===== config.mk =====
export PLATFORM = sky130hd
export DESIGN_NAME = bist_sequencer
export DESIGN_NICKNAME = d
export VERILOG_FILES = /design/src/rtl/bist_pkg.sv /design/src/rtl/bist_watchdog.sv /design/src/rtl/bist_sequencer.sv
export SDC_FILE = /design/constraint.sdc
export NUM_CORES = 1
export LEC_CHECK = 0
export ABC_AREA = 1
export CAP_MARGIN = 20
export CORE_ASPECT_RATIO = 0.75
export CORE_MARGIN = 3
export CORE_UTILIZATION = 53
export DETAILED_ROUTE_END_ITERATION = 10
export PLACE_DENSITY = 0.95
export SETUP_SLACK_MARGIN = 0.05
export SLEW_MARGIN = 15
export SYNTH_ARGS = -nofsm -noshare
export SYNTH_HDL_FRONTEND = slang
export SYNTH_SLANG_ARGS = --single-unit

===== constraint.sdc =====
create_clock -name clk -period 4.8 [get_ports clk]
set_input_delay 0.96 -clock clk [delete_from_list [all_inputs] [get_ports clk]]
set_output_delay 0.96 -clock clk [all_outputs]
set_load 0.02 [all_outputs]

===== src/rtl/bist_pkg.sv =====
// Shared types and helpers for the BIST sequencer and its watchdog.
package bist_pkg;

  typedef enum logic [2:0] {
    StIdle,
    StLaunch,
    StWait,
    StAccum,
    StFinish
  } bist_state_e;

  localparam int unsigned DefaultErrWidth   = 16;
  localparam int unsigned DefaultTotalWidth = 32;

  // Unsigned add clamped to 2^width-1; operands must already fit in width bits.
  function automatic logic [63:0] sat_add(input logic [63:0] a, input logic [63:0] b,
                                          input int unsigned width);
    logic [64:0] sum;
    logic [64:0] max;
    sum = {1'b0, a} + {1'b0, b};
    max = (65'(1) << width) - 65'(1);
    if (sum > max) return max[63:0];
    return sum[63:0];
  endfunction

endpackage


===== src/rtl/bist_watchdog.sv =====
// Per-test watchdog: counts enabled cycles since clear, flags expiry at TIMEOUT-1.
module bist_watchdog #(
  parameter  int unsigned TIMEOUT = 1000,
  localparam int unsigned CntW    = $clog2(TIMEOUT)
) (
  input  logic clk,
  input  logic rst,
  input  logic clear,
  input  logic enable,
  output logic expired
);

  localparam logic [CntW-1:0] CntMax = CntW'(TIMEOUT - 1);

  logic [CntW-1:0] cnt_q, cnt_d;

  always_comb begin
    cnt_d = cnt_q;
    if (clear) begin
      cnt_d = '0;
    end else if (enable && (cnt_q != CntMax)) begin
      cnt_d = cnt_q + CntW'(1);
    end
  end

  always_ff @(posedge clk) begin
    if (rst) begin
      cnt_q <= '0;
    end else begin
      cnt_q <= cnt_d;
    end
  end

  assign expired = enable && (cnt_q == CntMax);

endmodule


===== src/rtl/bist_sequencer.sv =====
// Runs sub-test engines in order, sums their error counts and reports pass/fail.
// Optional BIST_SKIP_MASK_EN adds a skip_mask input that bypasses selected tests.
module bist_sequencer
  import bist_pkg::*;
#(
  parameter  int unsigned NUM_TESTS   = 10,
  parameter  int unsigned ERR_WIDTH   = DefaultErrWidth,
  parameter  int unsigned TOTAL_WIDTH = DefaultTotalWidth,
  parameter  int unsigned TIMEOUT     = 1000,
  localparam int unsigned IdxW        = (NUM_TESTS > 1) ? $clog2(NUM_TESTS) : 1
) (
  input  logic                           clk,
  input  logic                           rst,
  input  logic                           start,
  output logic [NUM_TESTS-1:0]           test_start,
  input  logic [NUM_TESTS-1:0]           test_done,
  input  logic [NUM_TESTS*ERR_WIDTH-1:0] test_err,
`ifdef BIST_SKIP_MASK_EN
  input  logic [NUM_TESTS-1:0]           skip_mask,
`endif
  output logic                           busy,
  output logic                           run_done,
  output logic                           pass,
  output logic [TOTAL_WIDTH-1:0]         total_errors,
  output logic                           timed_out,
  output logic [IdxW-1:0]                cur_test
);

  bist_state_e            state_q, state_d;
  logic [IdxW-1:0]        cur_q, cur_d;
  logic [TOTAL_WIDTH-1:0] total_q, total_d;
  logic [ERR_WIDTH-1:0]   err_q, err_d;
  logic                   timed_out_q, timed_out_d;
  logic                   pass_q, pass_d;
  logic                   wd_expired;

  logic [IdxW-1:0] first_idx, next_idx;
  logic            first_ok, next_ok;

  bist_watchdog #(
    .TIMEOUT(TIMEOUT)
  ) u_watchdog (
    .clk    (clk),
    .rst    (rst),
    .clear  (state_q == StLaunch),
    .enable (state_q == StWait),
    .expired(wd_expired)
  );

`ifdef BIST_SKIP_MASK_EN
  // Lowest runnable index overall, and lowest runnable index above the current one.
  always_comb begin
    first_idx = '0;
    first_ok  = 1'b0;
    next_idx  = '0;
    next_ok   = 1'b0;
    for (int i = NUM_TESTS - 1; i >= 0; i--) begin
      if (!skip_mask[i]) begin
        first_idx = IdxW'(i);
        first_ok  = 1'b1;
        if (i > int'(cur_q)) begin
          next_idx = IdxW'(i);
          next_ok  = 1'b1;
        end
      end
    end
  end
`else
  assign first_idx = '0;
  assign first_ok  = 1'b1;
  assign next_idx  = cur_q + IdxW'(1);
  assign next_ok   = (cur_q != IdxW'(NUM_TESTS - 1));
`endif

  always_comb begin
    state_d     = state_q;
    cur_d       = cur_q;
    total_d     = total_q;
    err_d       = err_q;
    timed_out_d = timed_out_q;
    pass_d      = pass_q;
    test_start  = '0;
    unique case (state_q)
      StIdle: begin
        if (start) begin
          total_d     = '0;
          timed_out_d = 1'b0;
          pass_d      = 1'b0;
          cur_d       = first_ok ? first_idx : '0;
          state_d     = first_ok ? StLaunch : StFinish;
        end
      end
      StLaunch: begin
        test_start[cur_q] = 1'b1;
        state_d           = StWait;
      end
      StWait: begin
        // A done arriving on the expiry cycle takes priority over the timeout.
        if (test_done[cur_q]) begin
          err_d   = test_err[cur_q*ERR_WIDTH +: ERR_WIDTH];
          state_d = StAccum;
        end else if (wd_expired) begin
          total_d     = TOTAL_WIDTH'(sat_add(64'(total_q), 64'(1), TOTAL_WIDTH));
          timed_out_d = 1'b1;
          state_d     = StFinish;
        end
      end
      StAccum: begin
        total_d = TOTAL_WIDTH'(sat_add(64'(total_q), 64'(err_q), TOTAL_WIDTH));
        if (next_ok) begin
          cur_d   = next_idx;
          state_d = StLaunch;
        end else begin
          state_d = StFinish;
        end
      end
      StFinish: begin
        state_d = StIdle;
      end
      default: begin
        state_d = StIdle;
      end
    endcase
    // Verdict is registered on entry to FINISH so it is valid alongside run_done.
    if ((state_d == StFinish) && (state_q != StFinish)) begin
      pass_d = (total_d == '0);
    end
  end

  always_ff @(posedge clk) begin
    if (rst) begin
      state_q     <= StIdle;
      cur_q       <= '0;
      total_q     <= '0;
      err_q       <= '0;
      timed_out_q <= 1'b0;
      pass_q      <= 1'b0;
    end else begin
      state_q     <= state_d;
      cur_q       <= cur_d;
      total_q     <= total_d;
      err_q       <= err_d;
      timed_out_q <= timed_out_d;
      pass_q      <= pass_d;
    end
  end

  assign busy         = (state_q != StIdle);
  assign run_done     = (state_q == StFinish);
  assign pass         = pass_q;
  assign total_errors = total_q;
  assign timed_out    = timed_out_q;
  assign cur_test     = cur_q;

endmodule

# Word-level counts from Yosys, hierarchy flattened

Cells that the tools add are included.

Bits of input ports: 173
Register bits after elaboration: 67
Logic and storage cells: 78

Equal/unequal tests: 13
Muxes and demuxes: 33
Shift-type cells: 1
Magnitude comparators: 4
$add $sub $neg: 4
Reductions and logical operators: 16

Operators by type and width:

| operator                                                                      | number |
|---|---|
| 32-bit 2-to-1 mux                                                             | 7 |
| 160-bit by 9-bit variable part select with 16-bit output                      | 1 |
| 32-bit one-hot mux with 3 select lines                                        | 1 |
| 33-bit by 32-bit > comparator with 1-bit output (second input constant)       | 2 |
| 32-bit by 1-bit adder with 33-bit output (second input constant)              | 1 |
| 32-bit by 16-bit adder with 33-bit output                                     | 1 |
| 32-bit logical NOT                                                            | 1 |
| 1-bit 2-to-1 mux                                                              | 13 |
| 3-bit 2-to-1 mux                                                              | 4 |
| 3-bit one-hot mux with 4 select lines                                         | 1 |
| 10-bit by 1-bit adder with 10-bit output (second input constant)              | 1 |
| 10-bit == test (second input constant)                                        | 1 |
| 10-bit 2-to-1 mux                                                             | 1 |
| 10-bit inequality test (second input constant)                                | 1 |
| 4-bit 2-to-1 mux                                                              | 2 |
| 2-bit inequality test (second input constant)                                 | 4 |
| 4-bit one-hot mux with 2 select lines                                         | 1 |
| 2-bit nonzero test                                                            | 4 |
| 3-bit by 2-bit == test with 1-bit output (second input constant)              | 2 |
| 3-bit == test (second input constant)                                         | 2 |
| 4-bit by 5-bit less-than comparator with 1-bit output (second input constant) | 1 |
| 4-bit by 1-bit adder with 4-bit output (second input constant)                | 1 |
| 1-bit binary-select mux with 4-bit select                                     | 1 |
| 1-bit demux with 4-bit select                                                 | 1 |
| other kinds (12)                                                              | 16 |

# Logic depth before layout (Yosys ltp)

Gate-level depths: netlist of the first run.

Word-level depth: 12
Mapped depth: 24
Mapped depth without buffers: 23

# Hierarchy

Synthesis of the first run repeated with hierarchy kept, for this count alone.

Cells, all modules: 1356
Area, all modules: 7653.6 um^2

Modules (own cells, without submodules):

| module         | area an instance (um^2) | instances | cells each | seq. area each (um^2) |
|---|---|---|---|---|
| bist_sequencer | 7030.5                  | 1         | 1261       | 1141.1 |
| bist_watchdog  | 623.1                   | 1         | 95         | 200.2 |

# Least setup slack after synthesis of the first run

OpenSTA, ideal clock, no wires.

Kind: register to register
From: reg total_q[0], in the netlist total_errors[0]
To: reg pass_q, in the netlist pass
Stages on the path, launching flop included: 23
Path slack: 1.766 ns
Library setup time: 0.115 ns
Arrival time: 2.919 ns
Path buffers: 1
Path through: dfxtp_1 -> ha_1 -> inv_1 -> fa_1 -> inv_1 -> nand3_1 -> nand2_1 -> a21oi_2 -> o21bai_1 -> nand3_1 -> nand2_1 -> nand2_1 -> inv_1 -> clkbuf_1 -> o21ai_0 -> nand2_1 -> nor2_1 -> nand2_1 -> nor2_1 -> nand2_1 -> nor2_1 -> nand3_1 -> a21oi_2

Word-level cells in the longest chain between the ends: 12
Elaborated cells on any way between the ends: 18
Those cells by class: add/sub: 2; order compare: 2; mux: 13; reduce/logical: 1

RTL lines:

| element                                         | line                  | source |
|---|---|---|
| start, declared                                 | bist_sequencer.sv:31  | `logic [TOTAL_WIDTH-1:0] total_q, total_d;` |
| start signal, assigned                          | bist_sequencer.sv:141 | `total_q <= total_d;` |
| 32-bit by 1-bit adder with 33-bit output        | bist_pkg.sv:20        | `sum = {1'b0, a} + {1'b0, b};` |
| 33-bit by 32-bit > comparator with 1-bit output | bist_pkg.sv:22        | `if (sum > max) return max[63:0];` |
| 1-bit 2-to-1 mux                                | bist_pkg.sv:22        |  |
| 1-bit 2-to-1 mux                                | bist_sequencer.sv:102 | `end else if (wd_expired) begin` |
| 1-bit 2-to-1 mux                                | bist_sequencer.sv:99  | `if (test_done[cur_q]) begin` |
| 1-bit 2-to-1 mux                                | bist_sequencer.sv:83  | `unique case (state_q)` |
| 32-bit 2-to-1 mux                               | bist_pkg.sv:23        | `return sum[63:0];` |
| 32-bit 2-to-1 mux                               | bist_sequencer.sv:102 |  |
| 32-bit 2-to-1 mux                               | bist_sequencer.sv:99  |  |
| 32-bit one-hot mux with 3 select lines (*)      | bist_sequencer.sv:83  |  |
| 32-bit logical NOT (*)                          | bist_sequencer.sv:126 | `pass_d = (total_d == '0);` |
| 1-bit 2-to-1 mux (*)                            | bist_sequencer.sv:125 | `if ((state_d == StFinish) && (state_q != StFinish)) begin` |
| end signal, assigned                            | bist_sequencer.sv:144 | `pass_q <= pass_d;` |
| end, declared                                   | bist_sequencer.sv:34  | `logic pass_q, pass_d;` |

Mark *: on every way between the ends. The rest lies on a longest branch, timed or not. The select of a mux whose other input is x is not followed.
A chain may end at the register's enable or synchronous reset.

# Worst setup path after layout of the first run

Ends and elaborated chain as after synthesis.

==> summary.md, run 1 <==
| Metric | Value |
|---|---|
| DRT Wirelength | 32710 µm |
| Fin. max-slew vios | 0 |
| Port Buffer Count | 222 |
| Clock latency on the worst-skew pair | 350 ps |
| CTS root buffer | clkbuf_16 |
| Mean Syn Cell Area | 5.375 µm² |
| Antenna violations before repair | 0 |
| Initial core utilization | 0.5488 |
| Final hold vios | 0 |
| Io pins | 223 |
| All-Layer GR Usage | 0.3942 |
| Cells after synthesis | 1418 |
| Synth top area share | 0.1999 |
| DIE AREA | 0.01587 mm² |
| Synth warn | 0 |
| Final critical-path share of the clock period | 0.7885 |
| Register bit total from synthesis | 67 |
| Cts hold-fix bufs | 0 |
| Post-Syn Nets | 1615 |
| TritonCTS Sinks | 67 |
| Vias/cell | 5.968 |
| Width of the die | 144.5 µm |
| Clock Skew | 7.102 ps |
| Biggest area consumer among synthesized cells | nand2_1 |
| Layout area overhead | 33.85% |
| Fin nets | 1805 |
| Post-route DRC violation count | 0 |
| Setup crit start kind | flip-flop |
| Internal | 1.233 mW |
| TritonRoute pass-1 iters | 7 |
| Slew @ Worst Pin | 832.6 ps |
| Largest net degree at the start of global routing | 67 |
| R2R Path Start | total_errors[0]$_SDFF_PP0_ |
| Max FO, Critical Path | 15 |
| Clk buf depth | 2 |
| Fraction of final layout cells sized beyond drive strength 1 | 0.04092 |
| Grt total ovfl | 0 |
| RSZ-0062 raised after global routing | no |
| Post-CTS setup buffers | 0 |
| First-pass GRT wire length | 48670 µm |
| R2r worst-path depth | 21 |
| Outcome | finished, final reports clean |
| Crit Path Category | flip-flop to flip-flop |
| Diode count | 0 |
| Fmax | 0.2642 GHz |
| Clock share of power | 0.324 |
| Routed via count | 10670 |
| Min Tclk post-route | 3785 ps |
| Setup TNS Final | 0 ps |
| Critical path endpoint | pass$_SDFFE_PP0P_ |
| GPL Wtd Cong | 1.083 |
| Main area contributors after synthesis | nand2_1, dfxtp_1, nor2_1 |
| Total CTS buffers | 9 |
| Vias in the first global route | 9084 |
| Finished Cell Area | 0.01020 mm² |
| Endpoints failing setup | 0 |
| R2r setup slk | 1020 ps |
| Core Footprint | 0.01389 mm² |
| Pwr Total | 1.994 mW |
| Unique masters post-synth | 43 |
| Max-slew headroom | 0.4391 |
| Worst VDD drop | 173.0 µV |
| CTS tree | built |
| Leak | 4.381 nW |
| Share of power burned in registers | 0.311 |
| PwrDens | 195.4 mW/mm² |
| WP data arrival | 4010 ps |
| DR iter-0 viols | 1380 |
| Post-synthesis cell area | 0.007622 mm² |
| Clock Pin Slew Worst Setup and Hold Paths | 60 ps |
| Crit end category | flip-flop |
| Max-capacitance violation count | 0 |
| R2r endpoint | pass$_SDFFE_PP0P_ |
| Number of gates resized after CTS | 0 |
| Post-DP HPWL | 25570 µm |
| Seq/Total Area, Yosys | 0.1760 |
| Avg WL per Cell | 18.29 µm |
| Hold Path Class | flip-flop to flip-flop |
| DP Area | 0.009926 mm² |
| CP startpoint | total_errors[0]$_SDFF_PP0_ |
| Die Ht | 109.9 µm |
| Critical Path RT | 5020 ps |
| Sw frac | 0.3816 |
| H-tree Lvls | 3 |
| Net Switching | 0.7609 mW |
| Routed Antenna Nets | 0 |
| Combinational power share | 0.365 |
| Row cnt | 37 |
cell usage after synthesis (all sizes together):
master / number
xor2: 17
nand3: 93
dfxtp: 67
a21boi: 1
o21bai: 3
a21o: 1
buf: 10
ha: 23
nor3b: 2
nor4: 1
nor3: 31
o22ai: 35
nand2: 411
clkbuf: 48
fa: 1
nand3b: 2
a211oi: 2
o31ai: 1
nand4: 11
inv: 153
a21oi: 46
a41oi: 16
and3: 1
a31oi: 5
o21ai: 183
or2: 2
o21a: 1
nor2: 240
o211ai: 8
xnor2: 3
how the worst min path moves through the flow:
stage	start	to	slack, ps	depth (start not counted)
after floorplan	u_watchdog.cnt_q[1]$_SDFFE_PP0P_	u_watchdog.cnt_q[1]$_SDFFE_PP0P_	460	2
after global placement	u_watchdog.cnt_q[1]$_SDFFE_PP0P_	u_watchdog.cnt_q[1]$_SDFFE_PP0P_	480	2
after detailed placement	u_watchdog.cnt_q[1]$_SDFFE_PP0P_	u_watchdog.cnt_q[1]$_SDFFE_PP0P_	490	2
after CTS	u_watchdog.cnt_q[1]$_SDFFE_PP0P_	u_watchdog.cnt_q[1]$_SDFFE_PP0P_	500	2
after global routing	u_watchdog.cnt_q[1]$_SDFFE_PP0P_	u_watchdog.cnt_q[1]$_SDFFE_PP0P_	520	2
final	u_watchdog.cnt_q[1]$_SDFFE_PP0P_	u_watchdog.cnt_q[1]$_SDFFE_PP0P_	500	2
area by class of cell:
type,count,area [µm²]
tap,175,219.0
clock inverter,7,51.30
timing repair buffer,237,2335
multi-input combinational,1140,5455
inverter,153,574.3
clock buffer,9,225.2
sequential,67,1343
fill,1218,3686
metal layers:
| layer | up-vias | GRT usage | routed length [µm] |
|---|---|---|---|
| li1 | 5034 | - | - |
| met1 | 4801 | 0.5682 | 13590 |
| met2 | 735 | 0.5826 | 13560 |
| met3 | 101 | 0.1091 | 4654 |
| met4 | 0 | 0.09055 | 904 |
| met5 | - | 0 | 0 |
layout by cell type, fill, tap and decap left out, drive strengths merged, types with 3 or more instances in the layout:
cell type / n
xor2: 17
ha: 23
inv: 155
clkbuf: 9
o211ai: 8
nand3: 93
dfxtp: 67
clkdlybuf4s50: 222
buf: 15
a31oi: 5
nor3: 31
xnor2: 3
o22ai: 35
clkinv: 3
nand2: 411
nor2: 240
a21oi: 46
o21bai: 3
o21ai: 183
nand4: 11
a41oi: 16
logic make-up (layout without fill, tap and decap cells):
| group | after synthesis | after routing | synth area share |
|---|---|---|---|
| AO/OA/AOI/OAI | 302 | 302 | 0.2213 |
| XOR/XNOR | 20 | 20 | 0.02298 |
| adder cells (fa/ha/maj) | 24 | 24 | 0.04038 |
| buffers and inverters | 211 | 406 | 0.1090 |
| flip-flops | 67 | 67 | 0.1760 |
| AND/OR/NAND/NOR | 794 | 794 | 0.4304 |
per-stage QoR:
stage                     cells    util  setup WS, ps  hold WS (ps)
after floorplan            1418       -          1766         458.4
after global placement     1772  0.7147          1167         476.8
after detailed placement   1772  0.7147          1093         486.1
after CTS                  1788  0.7346          1217         495.2
after global routing       1788  0.7346         831.8         522.9
final                      1788  0.7346          1015         504.9
power by group through the flow:
stage | Combinational (mW) | Sequential, mW | Clock [mW]
finish | 0.728 | 0.619 | 0.647
global route | 0.791 | 0.623 | 0.663
global placement | 0.696 | 0.630 | 0
floorplan | 0.412 | 0.621 | 0
CTS | 0.713 | 0.618 | 0.642
detailed placement | 0.709 | 0.630 | 0
state kept, by name (all words and copies together), names as in the netlist:
name	flops
u_watchdog.cnt_q	10
timed_out	1
err_q	16
cur_test	4
state_q	3
pass	1
total_errors	32
critical path, cell delays in order, from the launching register on:
cell	delay (ps)
dfxtp_1	500
ha_1	230
inv_1	50
fa_1	400
inv_1	70
nand3_1	60
nand2_1	120
a21oi_2	110
o21bai_1	310
nand3_1	110
nand2_1	80
buf_4	170
nand2_1	80
inv_1	460
buf_4	220
o21ai_0	100
o211ai_1	180
nor2_1	80
nand2_1	100
nor2_1	50
nand3_1	90
a21oi_2	50
(Power assumes the default switching activity.)
==> run 2, diff against run 1 <==
--- a/config.mk
+++ b/config.mk
@@ -9,9 +9,9 @@
 export CAP_MARGIN = 20
 export CORE_ASPECT_RATIO = 0.75
 export CORE_MARGIN = 3
-export CORE_UTILIZATION = 53
+export CORE_UTILIZATION = 49
 export DETAILED_ROUTE_END_ITERATION = 10
-export PLACE_DENSITY = 0.95
+export PLACE_DENSITY = 0.89
 export SETUP_SLACK_MARGIN = 0.05
 export SLEW_MARGIN = 15
 export SYNTH_ARGS = -nofsm -noshare
==> constraint.sdc (replaced) <==
create_clock -name clk -period 3.95 [get_ports clk]
set_input_delay 0.79 -clock clk [delete_from_list [all_inputs] [get_ports clk]]
set_output_delay 0.79 -clock clk [all_outputs]
set_load 0.02 [all_outputs]
==> run 2 against run 1 <==
- setup slack worse by 830 ps
- routed wire length up 3.2%
- die area up 7.8%
==> summary.md, run 2 (synthesized netlist as in run 1, its figures left out) <==
| Metric | Value |
|---|---|
| Commonest non-fill, non-tap cell in the layout | nand2_1 |
| Vias/cell | 5.759 (-3.5%) |
| Min Tclk post-route | 3761 ps (-23.52 ps) |
| Combinational power share | 0.360 (-0.005) |
| Vias in the first global route | 9288 (+2.2%) |
| Max-capacitance violation count | 0 (unchanged) |
| R2r endpoint | pass$_SDFFE_PP0P_ |
| Width of the die | 150.0 µm (+3.8%) |
| Fin. max-slew vios | 0 (unchanged) |
| Setup WS pre-CTS | 431.6 ps (-661.1 ps) |
| Clock Pin Slew Worst Setup and Hold Paths | 60 ps (about the same) |
| Row cnt | 38 (+2.7%) |
| Routed via count | 10560 (-1.0%) |
| Max FO, Critical Path | 6 (-9) |
| Post-DP HPWL | 26470 µm (+3.5%) |
| Final hold vios | 0 (unchanged) |
| Critical path endpoint | pass$_SDFFE_PP0P_ |
| TritonRoute pass-1 iters | 8 (+1) |
| Slew @ Worst Pin | 844.5 ps (+11.86 ps) |
| Post-route DRC violation count | 0 (unchanged) |
| Clk buf depth | 2 (unchanged) |
| DRT Wirelength | 33750 µm (+3.2%) |
| Die Ht | 114.0 µm (+3.8%) |
| CP startpoint | total_errors[7]$_SDFF_PP0_ |
| Internal | 1.637 mW (+33%) |
| DR iter-0 viols | 1524 (+10%) |
| CTS tree | built |
| R2r setup slk | 190 ps (-830 ps) |
| Core Footprint | 0.01483 mm² (+6.8%) |
| Setup ws final | 188.6 ps (-826.5 ps) |
| Crit Path Category | flip-flop to flip-flop |
| Antenna violations before repair | 0 (unchanged) |
| Leak | 4.512 nW (+3.0%) |
| Most frequent cells in the layout | nand2_1, nor2_1, clkdlybuf4s50_1 |
| R2R Path Start | total_errors[7]$_SDFF_PP0_ |
| Grt total ovfl | 0 (unchanged) |
| First-pass GRT wire length | 51510 µm (+5.8%) |
| Io pins | 223 (unchanged) |
| Avg WL per Cell | 18.40 µm (+0.60%) |
| H-tree Lvls | 3 (unchanged) |
| TritonCTS Sinks | 67 (unchanged) |
| Hold Path Class | flip-flop to flip-flop |
| Largest net degree at the start of global routing | 59 (-12%) |
| Fin nets | 1827 (+1.2%) |
| DIE AREA | 0.01710 mm² (+7.8%) |
| Crit end category | flip-flop |
| RSZ-0062 raised after global routing | no |
| Clock share of power | 0.345 (+0.021) |
| Net Switching | 0.8939 mW (+17%) |
| Diode count | 0 (unchanged) |
| GPL Wtd Cong | 1.171 (+8.2%) |
| Routed Antenna Nets | 0 (unchanged) |
| Met2 Use GR | 0.5432 (-0.03943) |
| Final cell count without fillers | 1834 (+2.6%) |
| Layout area overhead | 37.16% |
| Clock Skew | 13.85 ps (+6.746 ps) |
| Initial core utilization | 0.5138 (-0.03500) |
| Sw frac | 0.3533 (-0.02836) |
| All-Layer GR Usage | 0.3859 (-0.008296) |
| R2r worst-path depth | 19 (-9.5%) |
| Critical Path RT | 4220 ps (-800 ps) |
| PwrDens | 242.0 mW/mm² (+24%) |
| Share of power burned in registers | 0.295 (-0.016) |
| CTS root buffer | clkbuf_16 |
| Endpoints failing setup | 0 (unchanged) |
| Max FFs per register | 32 (unchanged) |
| Final Core Density | 0.7048 (-0.02980) |
| WP data arrival | 4030 ps (+20 ps) |
| Fmax | 0.2659 GHz (+0.63%) |
| Met3 global-route usage | 0.1465 (+0.03741) |
| Fraction of final layout cells sized beyond drive strength 1 | 0.05386 (+0.01294) |
| DP Cell Count | 1818 (+2.6%) |
| Setup crit start kind | flip-flop |
| Global route hottest layer | met1 |
| Setup TNS Final | 0 ps (unchanged) |
| Clock latency on the worst-skew pair | 350 ps (about the same) |
| Met1 usage | 0.5614 (-0.006832) |
| Max-slew headroom | 0.4364 (-0.002659) |
| Worst VDD drop | 224.2 µV (+30%) |
| Total CTS buffers | 9 (unchanged) |
| Final critical-path share of the clock period | 0.9523 (+0.1637) |
| Port Buffer Count | 222 (unchanged) |
| Outcome | finished, final reports clean |
[run 2: worst min-delay path by stage]
| stage | start | endpoint | depth (start not counted) |
|---|---|---|---|
| after floorplan | u_watchdog.cnt_q[1]$_SDFFE_PP0P_ | u_watchdog.cnt_q[1]$_SDFFE_PP0P_ | 2 |
| after global placement | u_watchdog.cnt_q[1]$_SDFFE_PP0P_ | u_watchdog.cnt_q[1]$_SDFFE_PP0P_ | 2 |
| after detailed placement | u_watchdog.cnt_q[1]$_SDFFE_PP0P_ | u_watchdog.cnt_q[1]$_SDFFE_PP0P_ | 2 |
| after CTS | u_watchdog.cnt_q[1]$_SDFFE_PP0P_ | u_watchdog.cnt_q[1]$_SDFFE_PP0P_ | 2 |
| after global routing | u_watchdog.cnt_q[1]$_SDFFE_PP0P_ | u_watchdog.cnt_q[1]$_SDFFE_PP0P_ | 2 |
| final | u_watchdog.cnt_q[1]$_SDFFE_PP0P_ | u_watchdog.cnt_q[1]$_SDFFE_PP0P_ | 2 |
[run 2: worst max-delay path, cell delays in order (launching register included)]
cell	delay [ps]
dfxtp_1	560
nand2_1	170
nor2_1	450
nand2_1	240
nor2_4	230
xor2_1	250
nand2_1	100
nor2_1	190
nand3_1	130
nand3_2	160
nand3_1	80
nand2_1	80
nand2_1	60
nor2_1	130
nand2_1	70
nor2_1	110
nand2_1	70
nor2_1	340
nand3_1	150
a21oi_2	120
[run 2: metal layers]
| metal | part of all wire | vias to the layer above |
|---|---|---|
| met3 | 0.15 | 75 |
| met2 | 0.40 | 700 |
| met5 | 0 | - |
| li1 | - | 5059 |
| met4 | 0.021 | 0 |
| met1 | 0.43 | 4728 |
[run 2: per-stage QoR]
stage,power (mW),hold slack [ps],instance area [µm²]
floorplan,1.256,458.4,7622
global placement,1.636,473.2,10130
detailed placement,1.644,481.7,10130
CTS,2.503,490.4,10440
global route,2.647,518.0,10460
finish,2.531,493.4,10460
[run 2: power by group through the flow]
| stage | Sequential (mW) | Clock, mW | Combinational (mW) |
|---|---|---|---|
| floorplan | 0.755 | 0 | 0.501 |
| CTS | 0.745 | 0.870 | 0.888 |
| finish | 0.746 | 0.874 | 0.911 |
| detailed placement | 0.760 | 0 | 0.884 |
| global placement | 0.760 | 0 | 0.877 |
| global route | 0.751 | 0.907 | 0.989 |
[run 2: repair_timing]
| action | in CTS | in global routing |
|---|---|---|
| endpoints found under the setup margin | 0 | 1 |
| hold buffers | 0 | 0 |
| gates resized for setup | 0 | 4 |
| hold endpoints to repair | 0 | 0 |
| buffers inserted | 0 | 1 |
[run 2: layout make-up]
cell class,count,area (µm²)
multi-input cells,1140,5458
fillers,1367,4379
repair buffers,259,2512
flip-flops and latches,67,1343
inverters,153,578.1
clock buffers,14,284.0
well taps,200,250.2
clock inverters,1,30.03
